File: src/rtl/add_arb_pkg.sv
// rtl/add_arb_pkg.sv - shared FSM encoding and sizing for the add/sub arbiter
package add_arb_pkg;

    localparam int NREQ          = 2;
    localparam int DEFAULT_WIDTH = 6;

    typedef enum logic [1:0] {
        ST_IDLE = 2'd0,
        ST_EXEC = 2'd1,
        ST_RESP = 2'd2
    } state_t;

endpackage

File: src/rtl/add_sub_unit.sv
// rtl/add_sub_unit.sv - combinational two's-complement add/sub with signed overflow
module add_sub_unit #(
    parameter int WIDTH = 6
) (
    input  logic [WIDTH-1:0] i_a,
    input  logic [WIDTH-1:0] i_b,
    input  logic             i_sub,
    output logic [WIDTH-1:0] o_sum,
    output logic             o_ovf
);

    logic [WIDTH-1:0] w_b_eff;

    // Subtraction is A + ~B + 1; overflow looks at the sign of the effective B.
    assign w_b_eff = i_sub ? ~i_b : i_b;
    assign o_sum   = i_a + w_b_eff + {{(WIDTH-1){1'b0}}, i_sub};
    assign o_ovf   = (i_a[WIDTH-1] == w_b_eff[WIDTH-1]) && (o_sum[WIDTH-1] != i_a[WIDTH-1]);

endmodule

File: src/rtl/add_arbiter.sv
// rtl/add_arbiter.sv - round-robin sharing of one add/sub unit; ADD_ARB_SATURATE_EN clamps on overflow
module add_arbiter
    import add_arb_pkg::*;
#(
    parameter int WIDTH = DEFAULT_WIDTH
) (
    input  logic                    clk,
    input  logic                    reset,
    input  logic [NREQ-1:0]         req_valid,
    output logic [NREQ-1:0]         req_ready,
    input  logic [NREQ*WIDTH-1:0]   req_a,
    input  logic [NREQ*WIDTH-1:0]   req_b,
    input  logic [NREQ-1:0]         req_sub,
    output logic [NREQ-1:0]         resp_valid,
    input  logic [NREQ-1:0]         resp_ready,
    output logic [WIDTH-1:0]        resp_out,
    output logic                    resp_ovf,
    output logic                    busy
);

    state_t           r_state;
    state_t           w_state_nxt;
    logic             r_rr_ptr;
    logic             r_gnt;
    logic             r_sub;
    logic [WIDTH-1:0] r_a;
    logic [WIDTH-1:0] r_b;
    logic [WIDTH-1:0] r_out;
    logic             r_ovf;

    logic             w_any;
    logic             w_gnt;
    logic             w_accept;
    logic             w_done;
    logic [WIDTH-1:0] w_sum;
    logic             w_ovf;
    logic [WIDTH-1:0] w_res;

    add_sub_unit #(.WIDTH(WIDTH)) u_add_sub (
        .i_a   (r_a),
        .i_b   (r_b),
        .i_sub (r_sub),
        .o_sum (w_sum),
        .o_ovf (w_ovf)
    );

    // Pointer holder wins when valid; otherwise the other requester may take the slot.
    assign w_any    = |req_valid;
    assign w_gnt    = req_valid[r_rr_ptr] ? r_rr_ptr : ~r_rr_ptr;
    assign w_accept = (r_state == ST_IDLE) && w_any && !reset;
    assign w_done   = (r_state == ST_RESP) && resp_ready[r_gnt];

    always_comb begin
        w_res = w_sum;
`ifdef ADD_ARB_SATURATE_EN
        // On overflow the true result has the sign of A.
        if (w_ovf) begin
            w_res = r_a[WIDTH-1] ? {1'b1, {(WIDTH-1){1'b0}}} : {1'b0, {(WIDTH-1){1'b1}}};
        end
`endif
    end

    always_ff @(posedge clk) begin
        if (reset) begin
            r_state <= ST_IDLE;
        end else begin
            r_state <= w_state_nxt;
        end
    end

    always_comb begin
        w_state_nxt = r_state;
        req_ready   = '0;
        resp_valid  = '0;
        busy        = (r_state != ST_IDLE);
        case (r_state)
            ST_IDLE: begin
                if (w_accept) begin
                    req_ready[w_gnt] = 1'b1;
                    w_state_nxt      = ST_EXEC;
                end
            end
            ST_EXEC: begin
                w_state_nxt = ST_RESP;
            end
            ST_RESP: begin
                resp_valid[r_gnt] = 1'b1;
                if (w_done) begin
                    w_state_nxt = ST_IDLE;
                end
            end
            default: begin
                w_state_nxt = ST_IDLE;
            end
        endcase
    end

    always_ff @(posedge clk) begin
        if (reset) begin
            r_rr_ptr <= 1'b0;
            r_gnt    <= 1'b0;
            r_sub    <= 1'b0;
            r_a      <= '0;
            r_b      <= '0;
            r_out    <= '0;
            r_ovf    <= 1'b0;
        end else begin
            if (w_accept) begin
                r_gnt <= w_gnt;
                r_a   <= w_gnt ? req_a[2*WIDTH-1:WIDTH] : req_a[WIDTH-1:0];
                r_b   <= w_gnt ? req_b[2*WIDTH-1:WIDTH] : req_b[WIDTH-1:0];
                r_sub <= req_sub[w_gnt];
            end
            if (r_state == ST_EXEC) begin
                r_out <= w_res;
                r_ovf <= w_ovf;
            end
            if (w_done) begin
                r_rr_ptr <= ~r_gnt;
            end
        end
    end

    assign resp_out = r_out;
    assign resp_ovf = r_ovf;

endmodule

File: config.mk
export PLATFORM = sky130hd
export DESIGN_NAME = add_arbiter
export DESIGN_NICKNAME = d
export VERILOG_FILES = /design/src/rtl/add_arb_pkg.sv /design/src/rtl/add_sub_unit.sv /design/src/rtl/add_arbiter.sv
export SDC_FILE = /design/constraint.sdc
export NUM_CORES = 1
export LEC_CHECK = 0
export CORE_AREA = 10 10 63 76
export DETAILED_ROUTE_END_ITERATION = 10
export DIE_AREA = 0 0 73 86
export PLACE_DENSITY = 0.77
export SLEW_MARGIN = 10
export SYNTH_ARGS = -nofsm -noshare
export SYNTH_HDL_FRONTEND = slang
export SYNTH_HIERARCHICAL = 1
export SYNTH_SLANG_ARGS = --single-unit
File: constraint.sdc
create_clock -name clk -period 2.2 [get_ports clk]
set_clock_uncertainty 0.1 [all_clocks]
set_input_delay 0.55 -clock clk [delete_from_list [all_inputs] [get_ports clk]]
set_output_delay 0.55 -clock clk [all_outputs]
set_load 0.03 [all_outputs]
# ---- Word-level counts from Yosys, hierarchy flattened
# Cells that the tools add are included.
dict set report totals {
  regBits 24
  input_bits 32
  word_cells 55
}
dict set report classes {
  addsub 2
  n_lt_le_gt_ge 5
  eq_ne 6
  muxes 20
  n_bitwise 3
  n_reduce_logical 11
}
# operator n
set op_table {}
lappend op_table {{6-bit two-way mux} 3}
lappend op_table {{2-bit two-way mux} 5}
lappend op_table {{1-bit two-way mux} 9}
lappend op_table {{6-bit by 1-bit adder with 6-bit output} 1}
lappend op_table {{6-bit adder} 1}
lappend op_table {{1-bit logical AND} 6}
lappend op_table {{1-bit by 2-bit less-than comparator with 1-bit output, second input constant} 3}
lappend op_table {{6-bit inverter} 1}
lappend op_table {{2-bit case mux with 3 select lines} 1}
lappend op_table {{2-bit inequality test, second input constant} 2}
lappend op_table {{1-bit demux with 1-bit select} 2}
lappend op_table {{2-bit by 1-bit equality test with 1-bit output, second input constant} 1}
lappend op_table {{2-bit equality test, second input constant} 1}
lappend op_table {{1-bit >= comparator, second input constant} 2}
lappend op_table {{2-bit zero test} 1}
lappend op_table {{1-bit inverter} 2}
lappend op_table {{2-bit AND reduction} 1}
lappend op_table {{2-bit nonzero test} 1}
lappend op_table {{2-bit OR reduction} 1}
lappend op_table {{1-bit equality test} 1}
lappend op_table {{1-bit zero test} 1}
lappend op_table {{1-bit inequality test} 1}

# ---- Depth between registers and ports, before layout
dict set report depth {
  word_depth 9
  ltp_mapped 10
  ltp_nobuf 9
}

# ---- Modules after synthesis
# Netlist, hierarchy kept.
# mod n_inst cells_each area_each_um2
set modules_own_cells {}
lappend modules_own_cells {add_arbiter 1 128 1198.6}
lappend modules_own_cells {add_sub_unit 1 35 310.3}

# ---- Worst setup path before layout
# Ideal clock, no wire load.
dict set report synth_path {
  path_kind {input-to-output}
  startpoint {input req_valid[0]}
  endpoint {output req_ready[1]}
  arrival_time_ns 1.728
  t_required_ns 1.550
  slack_ns -0.178
  stages 4
  n_path_buf 2
  path_cell_list {or2_1 > buf_4 > buf_6 > a21boi_0}
}
dict set report synth_between {
  elab_chain_cells 9
}
# element line_no
set synth_lines {}
lappend synth_lines {{from (decl)} add_arbiter.sv:9} ;# input logic [NREQ-1:0] req_valid,
lappend synth_lines {{1-bit two-way mux (implied by the code) (2 in series)} add_arbiter.sv:49} ;# assign w_gnt = req_valid[r_rr_ptr] ? r_rr_ptr : ~r_rr_ptr;
lappend synth_lines {{1-bit two-way mux} add_arbiter.sv:49}
lappend synth_lines {{1-bit by 2-bit less-than comparator with 1-bit output (implied by the code) or 1-bit >= comparator (tied branches)} add_arbiter.sv:79} ;# req_ready[w_gnt] = 1'b1;
lappend synth_lines {{1-bit logical AND (implied by the code)} add_arbiter.sv:79}
lappend synth_lines {{1-bit two-way mux (implied by the code)} add_arbiter.sv:79}
lappend synth_lines {{1-bit demux with 1-bit select} add_arbiter.sv:79}
lappend synth_lines {{2-bit two-way mux (*)} add_arbiter.sv:78} ;# if (w_accept) begin
lappend synth_lines {{2-bit two-way mux (*)} add_arbiter.sv:76} ;# case (r_state)
lappend synth_lines {{to (decl)} add_arbiter.sv:10} ;# output logic [NREQ-1:0] req_ready,
# Every way passes the cells marked *; elsewhere a longest branch is shown, timed or not. The select of a mux whose other input is x is not followed.

# ---- Worst setup path in the final report
dict set report layout_path {
  startpoint {input req_valid[1]}
  endpoint {output req_ready[1]}
}
# The elaborated chain is that of the path after synthesis.

==> flow_summary.ini <==
[worst_setup_path]
crit_type = input pin to output port
crit_path_end_kind = output port
setup.worst_path.start_class = input pin
critPathMaxFanout = 3
worstPathArrival_ps = 1510
critPathRequiredTime_ps = 1550

[route]
num_vias = 1439
totalWireLength_um = 4370
vias_per_cell = 5.71
ant_nets = 0
drt-initial-drc-count = 52
routedWlPerCell_um = 17.3
drt_first_pass_iters = 4
drc = 0

[timing]
finalHoldViolCount = 0
period_needed_ps = 2160
rsz0062_at_grt = no
finalCritPeriodShare_pct = 98.4
fmax_mhz = 462
setup_viol = 0
setup_tns_ps = 0
tightest_slew_ps = 474
slew_headroom_pct = 68.4
drv_slew = 0
hold_slack_ps = 401

[clock_tree]
cts_buffers = 3
clock_latency_ps = 270
htreeDepth = 1
cts_root_buf = clkbuf_8
clock-sinks = 24
hold_buffers = 0
clk_pin_slew_ps = 90
cts_buffer_depth = 2
cts_tree = done

[floorplan]
row_count = 23
dieArea_um2 = 6280
ios = 44
die_y_um = 86
start_util_pct = 46.0
die_width_um = 73
coreArea_um2 = 3280

[cells_and_area]
antenna_cells = 0
utilization_pct = 64.0
final_area_um2 = 2100
nets = 253
layout_commonest_cell = clkdlybuf4s50_1
final_layout_size_suffix_gt1_share_pct = 20.9
layout_common_cells = 35 x clkdlybuf4s50_1, 23 x dfxtp_1, 19 x buf_4, 14 x nand3_1, 13 x o21ai_0
fillers = 286
syn_to_final_growth_pct = 39.2

[grt]
track_usage_pct = 13.7
grt_pass1_wl_um = 7040
grt_max_degree = 24
grt_overflow = 0
antenna_found_initial = 0
first_global_vias = 1547

[placed_design]
dpl.hpwl_um = 3330
place.gp.congestion = 0.808
portBuffers = 43
postPlaceCellArea_um2 = 1980

[logic_synthesis]
synth_area_per_cell_um2 = 9.26
synth_compound_area_share_pct = 28.2
synthSimpleGateAreaFrac_pct = 14.7
synth_cells = 163
yosysUniqueCellTypes = 38
ys_seq_area_share_pct = 31.8
synthAdderAreaFrac_pct = 4.64
syn_area_um2 = 1510
muxShareOfSynthArea_pct = 6.88
yosys_warnings = 6
synth-seq-cells = 24
syn-num-nets = 200
synthXorXnorAreaFrac_pct = 5.80
synth_top_family_by_area = compound AO/OA/AOI/OAI gates

[power_and_ir_drop]
peakVddDrop_v = 0.000438
p_leak_uw = 0.000909
pwr_density_cell_nw_per_um2 = 664

[flow_run]
drv_cap = 0

[hold_path]
hp-class = flop to flop

[run_status]
status = finished clean
## final timing paths
check	from	endpoint	slack [ps]	cells after the start
max	req_valid[1]	req_ready[1]	40	5
min	resp_out[4]	resp_out[4]	400	2
max reg2reg	r_sub	resp_out[5]	180	8
min reg2reg	resp_out[4]	resp_out[4]	400	2
## per-layer routing
metal	vias to the layer above	track usage [%]	wire, um
met5	-	0	0
met4	0	8.48	169
met3	15	3.92	289
met2	59	24.9	2330
met1	661	13.0	1580
li1	704	-	-
## synth_stat cells (all sizes together)
master,number,area (um^2)
nand3,14,70.1
o21ai,13,65.1
o21bai,2,18.8
a41o,1,10.0
ha,4,50.1
o31ai,1,21.3
buf,10,77.6
nand2,4,15.0
a31oi,10,62.6
a21oi,9,52.6
and3b,2,17.5
inv,7,26.3
nor3b,1,7.51
or2,3,18.8
xor2,6,52.6
and2,2,12.5
a21o,2,15.0
clkbuf,4,16.3
nor2,9,41.3
xnor2,4,35.0
fa,1,20.0
mux2i,10,104
a21boi,1,7.51
dfxtp,24,480
and3,2,17.5
nand2b,1,6.26
a311oi,14,173
nand3b,2,15.0
## worst max-delay path, stage by stage
cell	delay (ps)
dlygate4sd2_1	250
or2_1	240
and3_4	160
a21boi_2	160
buf_6	140
## through the flow
stage	setup slack (ps)	total power, uW	instances
floorplan	60.0	907	163
global placement	-165	1050	241
detailed placement	-212	1080	241
CTS	1.17	1390	252
global route	16.0	1480	252
finish	35.4	1400	252
## flip-flops by register name, summed over array words and instances, names as in the netlist
signal    cells
r_rr_ptr      1
r_a           6
r_b           6
resp_ovf      1
r_sub         1
r_gnt         1
resp_out      6
r_state       2
## timing repair
action / 4_1_cts / 5_1_grt
gates resized for setup: 10 / 2
buffers inserted: 7 / 0
setup endpoints to repair: 4 / 4
pin swaps: 3 / 0
## power breakdown
group	leakage (uW)	internal, uW	switching [uW]
clock network	0.0000288	160	147
registers	0.000198	484	46.6
logic	0.000683	269	289
## cell type report
class                      instances  area, um^2  share of cell area, %
tap                               37        46.3                   2.20
sequential                        24         482                   22.9
inverter                           7        26.3                   1.25
clock buffer                       4        55.1                   2.62
timing repair buffer              62         572                   27.2
multi-input combinational        118         920                   43.8
## cell families (layout without fill, tap and decap cells)
kind of cell             count (synthesis)  count (layout)
AND/OR/NAND/NOR                         40              40
multiplexers                            10              10
flip-flops                              24              24
XOR/XNOR                                10              10
AO/OA/AOI/OAI                           53              53
buffers and inverters                   21              73
adder cells (fa/ha/maj)                  5               5
Note: power is estimated with default switching activity, not from simulation.
